<file path="src/rtl/network_source_batch_pkg.sv">
// Shared network, dispatch and source configuration packages for network_source_batch.
// Revision: 1.0
`default_nettype none

package network_config;
  localparam int NUM_INP      = 4;
  localparam int CHARGE_WIDTH = 8;
endpackage

package dispatch_config;
  localparam int NUM_OPC   = 4;
  localparam int PFX_WIDTH = 3;

  typedef enum logic [PFX_WIDTH-1:0] {
    OPC_RUN = 3'd0,
    OPC_SPK = 3'd1,
    OPC_SNC = 3'd2,
    OPC_CLR = 3'd3
  } opcode_t;
endpackage

package source_config;
  import network_config::*;
  import dispatch_config::*;
  export network_config::*;
  export dispatch_config::*;

  function automatic int cnt_width(input int spk_per_pkt);
    return (spk_per_pkt > 1) ? $clog2(spk_per_pkt) : 0;
  endfunction

  localparam int DEFAULT_SPK_PER_PKT = 2;
  localparam int IDX_WIDTH = $clog2(NUM_INP);
  localparam int SPK_WIDTH = IDX_WIDTH + CHARGE_WIDTH;
  localparam int CNT_WIDTH = cnt_width(DEFAULT_SPK_PER_PKT);

  localparam logic signed [CHARGE_WIDTH-1:0] CHARGE_MAX = $signed({1'b0, {(CHARGE_WIDTH-1){1'b1}}});
  localparam logic signed [CHARGE_WIDTH-1:0] CHARGE_MIN = $signed({1'b1, {(CHARGE_WIDTH-1){1'b0}}});

  // One extra bit of headroom: overflow shows up as the two top bits disagreeing.
  function automatic logic signed [CHARGE_WIDTH-1:0] sat_add(
    input logic signed [CHARGE_WIDTH-1:0] a,
    input logic signed [CHARGE_WIDTH-1:0] b
  );
    logic signed [CHARGE_WIDTH:0] sum;
    sum = $signed({a[CHARGE_WIDTH-1], a}) + $signed({b[CHARGE_WIDTH-1], b});
    if (sum[CHARGE_WIDTH] != sum[CHARGE_WIDTH-1])
      return sum[CHARGE_WIDTH] ? CHARGE_MIN : CHARGE_MAX;
    return sum[CHARGE_WIDTH-1:0];
  endfunction
endpackage

`default_nettype wire

</file>
<file path="src/rtl/network_source_batch_slot.sv">
// spike_slot_decode: splits an SPK payload into per-slot valid/index/charge fields.
// Revision: 1.0
`default_nettype none

module spike_slot_decode #(
  parameter int PAY_WIDTH   = 29,
  parameter int SPK_PER_PKT = 2,
  parameter int NUM_INP     = 4,
  parameter int CNT_WIDTH   = 1,
  localparam int CW         = network_config::CHARGE_WIDTH,
  localparam int IDX_WIDTH  = $clog2(NUM_INP),
  localparam int IDX_S      = (IDX_WIDTH > 0) ? IDX_WIDTH : 1,
  localparam int CNT_S      = (CNT_WIDTH > 0) ? CNT_WIDTH : 1
) (
  input  logic [PAY_WIDTH-1:0] payload,
  input  logic [CNT_S-1:0]     count_m1,
  output logic [SPK_PER_PKT-1:0] valid,
  output logic [IDX_S-1:0]     idx    [SPK_PER_PKT],
  output logic signed [CW-1:0] charge [SPK_PER_PKT],
  output logic                 bad
);
  localparam int SW       = IDX_WIDTH + CW;
  localparam int SLOT_TOP = PAY_WIDTH - 1 - CNT_WIDTH;

  logic [SPK_PER_PKT-1:0] bad_slot;
  logic unused_payload;

  // The count field and trailing pad bits are not needed here.
  assign unused_payload = ^payload;

  for (genvar s = 0; s < SPK_PER_PKT; s++) begin : g_slot
    logic [SW-1:0] raw;
    logic          in_count;
    logic          in_range;

    assign raw       = payload[SLOT_TOP - s*SW -: SW];
    assign charge[s] = raw[CW-1:0];

    if (IDX_WIDTH > 0) begin : g_idx
      assign idx[s] = raw[SW-1 -: IDX_S];
    end else begin : g_no_idx
      assign idx[s] = '0;
    end

    assign in_count    = (s <= int'(count_m1));
    assign in_range    = (int'(idx[s]) < NUM_INP);
    assign valid[s]    = in_count && in_range;
    assign bad_slot[s] = in_count && !in_range;
  end

  assign bad = |bad_slot;
endmodule

`default_nettype wire

</file>
<file path="src/rtl/network_source_batch.sv">
// network_source_batch: decodes RUN/SPK/SNC/CLR dispatch packets into network handshake and inputs.
// Revision: 1.0
`default_nettype none

module network_source_batch
  import dispatch_config::*;
#(
  parameter int PKT_WIDTH   = 32,
  parameter int SPK_PER_PKT = 2,
  parameter int ACCUMULATE  = 1,
  parameter int NUM_INP     = network_config::NUM_INP,
  localparam int CW         = network_config::CHARGE_WIDTH,
  localparam int RW         = PKT_WIDTH - PFX_WIDTH
) (
  input  logic                 clk,
  input  logic                 arstn,
  input  logic                 src_valid,
  output logic                 src_ready,
  input  logic [PKT_WIDTH-1:0] src,
  input  logic                 net_ready,
  output logic                 net_sync,
  output logic                 net_arstn,
  output logic                 net_en,
  output logic signed [CW-1:0] net_inp [NUM_INP],
  output logic [RW-1:0]        run_remaining,
  output logic                 err_idx
);
  localparam int IW    = $clog2(NUM_INP);
  localparam int IDX_S = (IW > 0) ? IW : 1;
  localparam int CNTW  = source_config::cnt_width(SPK_PER_PKT);
  localparam int CNT_S = (CNTW > 0) ? CNTW : 1;
  localparam int SW    = IW + CW;

  if (PFX_WIDTH + CNTW + SPK_PER_PKT * SW > PKT_WIDTH) begin : g_cfg_check
    $error("network_source_batch: SPK fields do not fit in PKT_WIDTH");
  end

  logic [PFX_WIDTH-1:0]   opc;
  logic [RW-1:0]          payload;
  logic [CNT_S-1:0]       count_m1;
  logic                   acc;
  logic                   is_clr;
  logic                   is_spk;
  logic [SPK_PER_PKT-1:0] slot_valid;
  logic [IDX_S-1:0]       slot_idx    [SPK_PER_PKT];
  logic signed [CW-1:0]   slot_charge [SPK_PER_PKT];
  logic                   slot_bad;
  logic signed [CW-1:0]   nxt_inp     [NUM_INP];

  assign opc     = src[PKT_WIDTH-1 -: PFX_WIDTH];
  assign payload = src[RW-1:0];

  if (CNTW > 0) begin : g_cnt
    assign count_m1 = payload[RW-1 -: CNT_S];
  end else begin : g_no_cnt
    assign count_m1 = '0;
  end

  assign net_en    = (run_remaining != '0) && net_ready;
  assign src_ready = ((run_remaining == '0) && !net_sync) ||
                     ((run_remaining <= RW'(1)) && net_ready);
  assign acc       = src_valid && src_ready;
  assign is_clr    = acc && (opc == OPC_CLR);
  assign is_spk    = acc && (opc == OPC_SPK);

  spike_slot_decode #(
    .PAY_WIDTH  (RW),
    .SPK_PER_PKT(SPK_PER_PKT),
    .NUM_INP    (NUM_INP),
    .CNT_WIDTH  (CNTW)
  ) u_decode (
    .payload (payload),
    .count_m1(count_m1),
    .valid   (slot_valid),
    .idx     (slot_idx),
    .charge  (slot_charge),
    .bad     (slot_bad)
  );

  // A timestep consumed in the SPK cycle means the new spikes start from zero.
  always_comb begin
    for (int i = 0; i < NUM_INP; i++) begin
      nxt_inp[i] = net_inp[i];
      if (is_clr) begin
        nxt_inp[i] = '0;
      end else if (is_spk) begin
        nxt_inp[i] = net_en ? '0 : net_inp[i];
        for (int s = 0; s < SPK_PER_PKT; s++) begin
          if (slot_valid[s] && (int'(slot_idx[s]) == i)) begin
            if (ACCUMULATE != 0)
              nxt_inp[i] = source_config::sat_add(nxt_inp[i], slot_charge[s]);
            else
              nxt_inp[i] = slot_charge[s];
          end
        end
      end else if (net_en) begin
        nxt_inp[i] = '0;
      end
    end
  end

  always_ff @(posedge clk or negedge arstn) begin
    if (!arstn) begin
      run_remaining <= '0;
      net_sync      <= 1'b0;
      net_arstn     <= 1'b0;
      err_idx       <= 1'b0;
      for (int i = 0; i < NUM_INP; i++) net_inp[i] <= '0;
    end else begin
      if (acc && (opc == OPC_RUN) && (payload != '0))
        run_remaining <= payload;
      else if (net_en)
        run_remaining <= run_remaining - RW'(1);

      if (acc && (opc == OPC_SNC))
        net_sync <= 1'b1;
      else if (net_ready)
        net_sync <= 1'b0;

      net_arstn <= !is_clr;

      if (is_clr)
        err_idx <= 1'b0;
      else if (is_spk && slot_bad)
        err_idx <= 1'b1;

      for (int i = 0; i < NUM_INP; i++) net_inp[i] <= nxt_inp[i];
    end
  end
endmodule

`default_nettype wire
</file>
<file path="config.mk">
export PLATFORM = sky130hd
export DESIGN_NAME = network_source_batch
export DESIGN_NICKNAME = d
export VERILOG_FILES = /design/src/rtl/network_source_batch_pkg.sv /design/src/rtl/network_source_batch_slot.sv /design/src/rtl/network_source_batch.sv
export SDC_FILE = /design/constraint.sdc
export NUM_CORES = 1
export LEC_CHECK = 0
export ABC_CLOCK_PERIOD_IN_PS = 15300
export BUFFER_PORTS_ARGS = -buffer_cell sky130_fd_sc_hd__buf_2
export CORE_ASPECT_RATIO = 0.75
export CORE_MARGIN = 2
export CORE_UTILIZATION = 40
export CTS_BUF_LIST = sky130_fd_sc_hd__clkbuf_2 sky130_fd_sc_hd__clkbuf_4 sky130_fd_sc_hd__clkbuf_8
export CTS_CLUSTER_SIZE = 28
export DETAILED_ROUTE_END_ITERATION = 10
export PLACE_DENSITY = 0.59
export SYNTH_ARGS = -nofsm -noshare
export SYNTH_HDL_FRONTEND = slang
export SYNTH_SLANG_ARGS = --single-unit
</file>
<file path="constraint.sdc">
create_clock -name clk -period 15.3 [get_ports clk]
set_input_delay 3.06 -clock clk [delete_from_list [all_inputs] [get_ports clk]]
set_output_delay 3.06 -clock clk [all_outputs]
set_load 0.05 [all_outputs]
</file>
==> flow_results.org <==
** Setup path
- Register-to-register setup slack :: 7.28 ns
- STA puts the critical path data arrival time at 9.36 ns.
- Worst setup SP type :: primary input
- Reg-to-Reg End :: net_inp[19]$_DFF_PN0_
- STA classifies the critical path endpoint as a register.
- Of all nets on the critical path, the largest fanout is 30.
- Counting cells, the worst reg-to-reg path comes to 26.
- The worst setup path is of the primary input to register kind.
- For this design, the slowest cell found on the critical path is or4b_2.
- In this run the critical register-to-register path is launched from run_remaining[21]$_DFFE_PN0P_.
- At the worst endpoint, the required time is 15.56 ns.
- The largest single stage delay on the critical path is 0.67 ns.

** Timing
- The clock arrives with 0.00730 ns of skew.
- Setup violations remaining at the end of the flow were counted as 0.
- Final WS setup :: 6.20 ns
- Period Utilization, post-route :: around three fifths
- The tightest hold path in the finished design has a slack of 0.548 ns.
- The final count of hold timing violations is 0.
- Measured slew at the worst slew-check pin :: roughly 0.98 ns
- Max Clk Rate :: 110 MHz
- Total Neg Setup Slack :: 0 ns
- Time the worst path needs with I/O delays and setup :: about 9.1 ns
- Number of max-slew violations in the final report :: 0
- Relative slew margins :: 33.6%
- Setup repair after global routing left no endpoint under its margin.

** Clocking
- TritonCTS clock tree :: yes
- Latest clock arrival within the worst-skew pair :: 0.38 ns
- Number of gates resized after cts :: 0
- Clock transition at path regs :: around 0.080 ns
- Hold repair after CTS inserted 0 buffers.
- Cell at the root of the clock tree :: clkbuf_8
- Clock Path Buffers :: 2
- Buffer count from post-CTS setup fixing :: 0
- Htree depth :: 3
- For this design, the sink count on the clock tree is 63.
- Counting the buffers created by CTS gives 9.

** Final layout
- Inserted Diodes :: 0
- Relative to the synthesized area, the layout overhead comes to 11.5%.
- The net count of the finished layout is ~1200.
- Leading cell type in the layout, fill and taps excluded :: nand2_1
- Ratio of cells with drive above 1 in the final layout :: 13.6%
- Leading cell types in the layout, fill and taps excluded :: nand2_1, buf_2, nor2_1, o21ai_0, dfrtp_1
- Number of fill cells in the layout :: 1937

** Global route
- The number of global-route vias before repair came to 7243.
- Largest net degree at the start of global routing :: 64
- Antenna violations before repair :: 0
- Total gr overflow :: 0
- Global-route wire length before repair :: roughly 42000 um
- Global routing consumed, over all layers together, 27.3% of the routing resources.

** Die
- Number of standard-cell rows in the floorplan :: 43
- Die area :: approximately 20000 um^2
- Horizontal die dimension :: 163 um
- The region available for standard cell placement spans 18600 um^2.
- For this configuration, the core starts out at a cell density of ~41%.
- Height of the die :: about 120 um
- IO Count :: 102

** Yosys
- Yosys reg bits :: 63
- For this run, asynchronously set or reset flops after synthesis account for 100%.
- Counting flops with a built-in enable in the synthesized netlist gives 0.
- After synthesis, the netlist uses 82 different library cells.
- Register area share after synthesis :: between 20% and 30%
- Each instance of the synthesized netlist takes up on average 7.62 um^2.
- The number of nets in the synthesized netlist is 1096.
- After technology mapping, the gate count stands at 997.
- For this run, the number of Yosys warnings is 0.
- The mapped netlist covers 7600 um^2.
- The most used flip-flop cell after synthesis is dfrtp_1.

** Drt
- The routed layout has roughly 8000 vias.
- DR iter-0 viols :: 827
- After detailed routing, the number of vias per cell comes to between 6 and 7.
- After detailed routing, the total wire length is about 27000 um.
- Antenna Nets Post-Route :: 0
- Post-detailed-route wirelength per cell :: 20.2 um
- Remaining design rule violation count :: 0
- Total iterations of the first detailed-routing run :: 5

** Placement
- The count of buffers added on input and output ports is 100.
- Pre-CTS setup slack :: about 6 ns
- Final RePlAce weighted congestion :: 0.892
- DP Wirelength :: 19800 um

** Hold path
- Worst hold path class :: register to register
- Hold Path Cell Cnt :: 1
- Origin of the worst min-delay path :: net_sync$_DFFE_PN0P_
- Worst hold path endpoint :: net_sync$_DFFE_PN0P_

** Job
- Maximum capacitance violations :: 0

** Outcome
- Status :: finished, final reports clean

** Power
- Ratio of total power to cell area :: 83.5 nW/um^2
- LEAKAGE :: 3.91 nW
- IR analysis of the VDD net gives a maximum drop of 0.0824 mV.
-- kinds of logic after synthesis --
| logic type | share of synthesized area (%) |
|---|---|
| adder cells (fa/ha/maj) | 12.5 |
| XOR/XNOR | 6.45 |
| AND/OR/NAND/NOR | 24.8 |
| buffers and inverters | 4.92 |
| AO/OA/AOI/OAI | 29.2 |
| flip-flops | 20.7 |
| multiplexers | 1.32 |
| other | 0.0493 |
-- worst max-delay path by stage --
stage	startpoint	end
5_1_grt	net_ready	net_inp[0]$_DFF_PN0_
2_1_floorplan	net_ready	net_inp[19]$_DFF_PN0_
3_5_place_dp	net_ready	net_inp[19]$_DFF_PN0_
3_3_place_gp	net_ready	net_inp[18]$_DFF_PN0_
6_report	net_ready	net_inp[19]$_DFF_PN0_
4_1_cts	net_ready	net_inp[19]$_DFF_PN0_
-- metrics by stage --
stage / instances / util (%) / cell area, um^2 / power, mW
after global routing: 1321 / 45.7 / 8480 / 0.749
after detailed placement: 1305 / 44.6 / 8280 / 0.553
after CTS: 1321 / 45.7 / 8480 / 0.709
after floorplan: 997 / - / 7600 / 0.465
final: 1321 / 45.7 / 8480 / 0.708
after global placement: 1305 / 44.6 / 8280 / 0.552
-- flip-flops by register name, summed over array words and instances (netlist names) --
signal and cells:
net_arstn 1, net_inp 32, net_sync 1, run_remaining 29
-- synthesized netlist by cell type (all sizes together) (8+ instances only) --
master	count	share of area, %
inv	51	2.5
o21a	26	2.6
nor4	15	1.2
xor2	15	1.7
clkbuf	37	1.8
o22ai	17	1.4
xnor2	41	4.7
nand3	19	1.3
nor3	26	1.9
a31oi	11	0.91
maj3	10	1.3
nand2	110	5.4
nor2b	19	1.6
buf	8	0.58
and2	30	2.5
a21o	23	2.3
ha	55	9.1
nor2	80	4.0
nand4	9	0.74
o31ai	13	1.5
a211o	11	1.3
a21oi	46	3.0
o211ai	14	1.4
o21ai	83	5.5
dfrtp	63	21
a221o	9	1.2
fa	8	2.1
or3	11	0.91
nand2b	21	1.7
-- layer usage --
layer / vias to the layer above / part of all wire [%] / global-route usage, %
li1: 3817 / - / -
met1: 3783 / 49 / 41.4
met2: 346 / 41 / 39.6
met3: 26 / 8.7 / 5.10
met4: 0 / 1.5 / 6.53
met5: - / 0 / 0
-- where the power goes --
part	switching, mW	leakage [nW]	internal, mW	total, mW
Combinational	0.224	2.98	0.0961	0.320
Sequential	0.0390	0.839	0.194	0.233
Clock	0.0794	0.0956	0.0754	0.155
-- worst max-delay path: cells and delay by family --
kind / cells / cell delay (ns)
and+or+nand+nor: 7 / 1.65
AOI/OAI and AO/OA: 11 / 2.88
adders and majority gates: 4 / 1.19
buffers and inverters: 3 / 0.56
-- cell type report --
cell class / count / area, um^2 / area share [%]
multi-input combinational: 838 / 5660 / 66.7
sequential: 63 / 1580 / 18.6
timing repair buffer: 106 / 546 / 6.44
tap: 247 / 309 / 3.65
inverter: 51 / 191 / 2.26
clock buffer: 9 / 124 / 1.46
clock inverter: 7 / 72.6 / 0.856
Note: power is estimated with default switching activity, not from simulation.
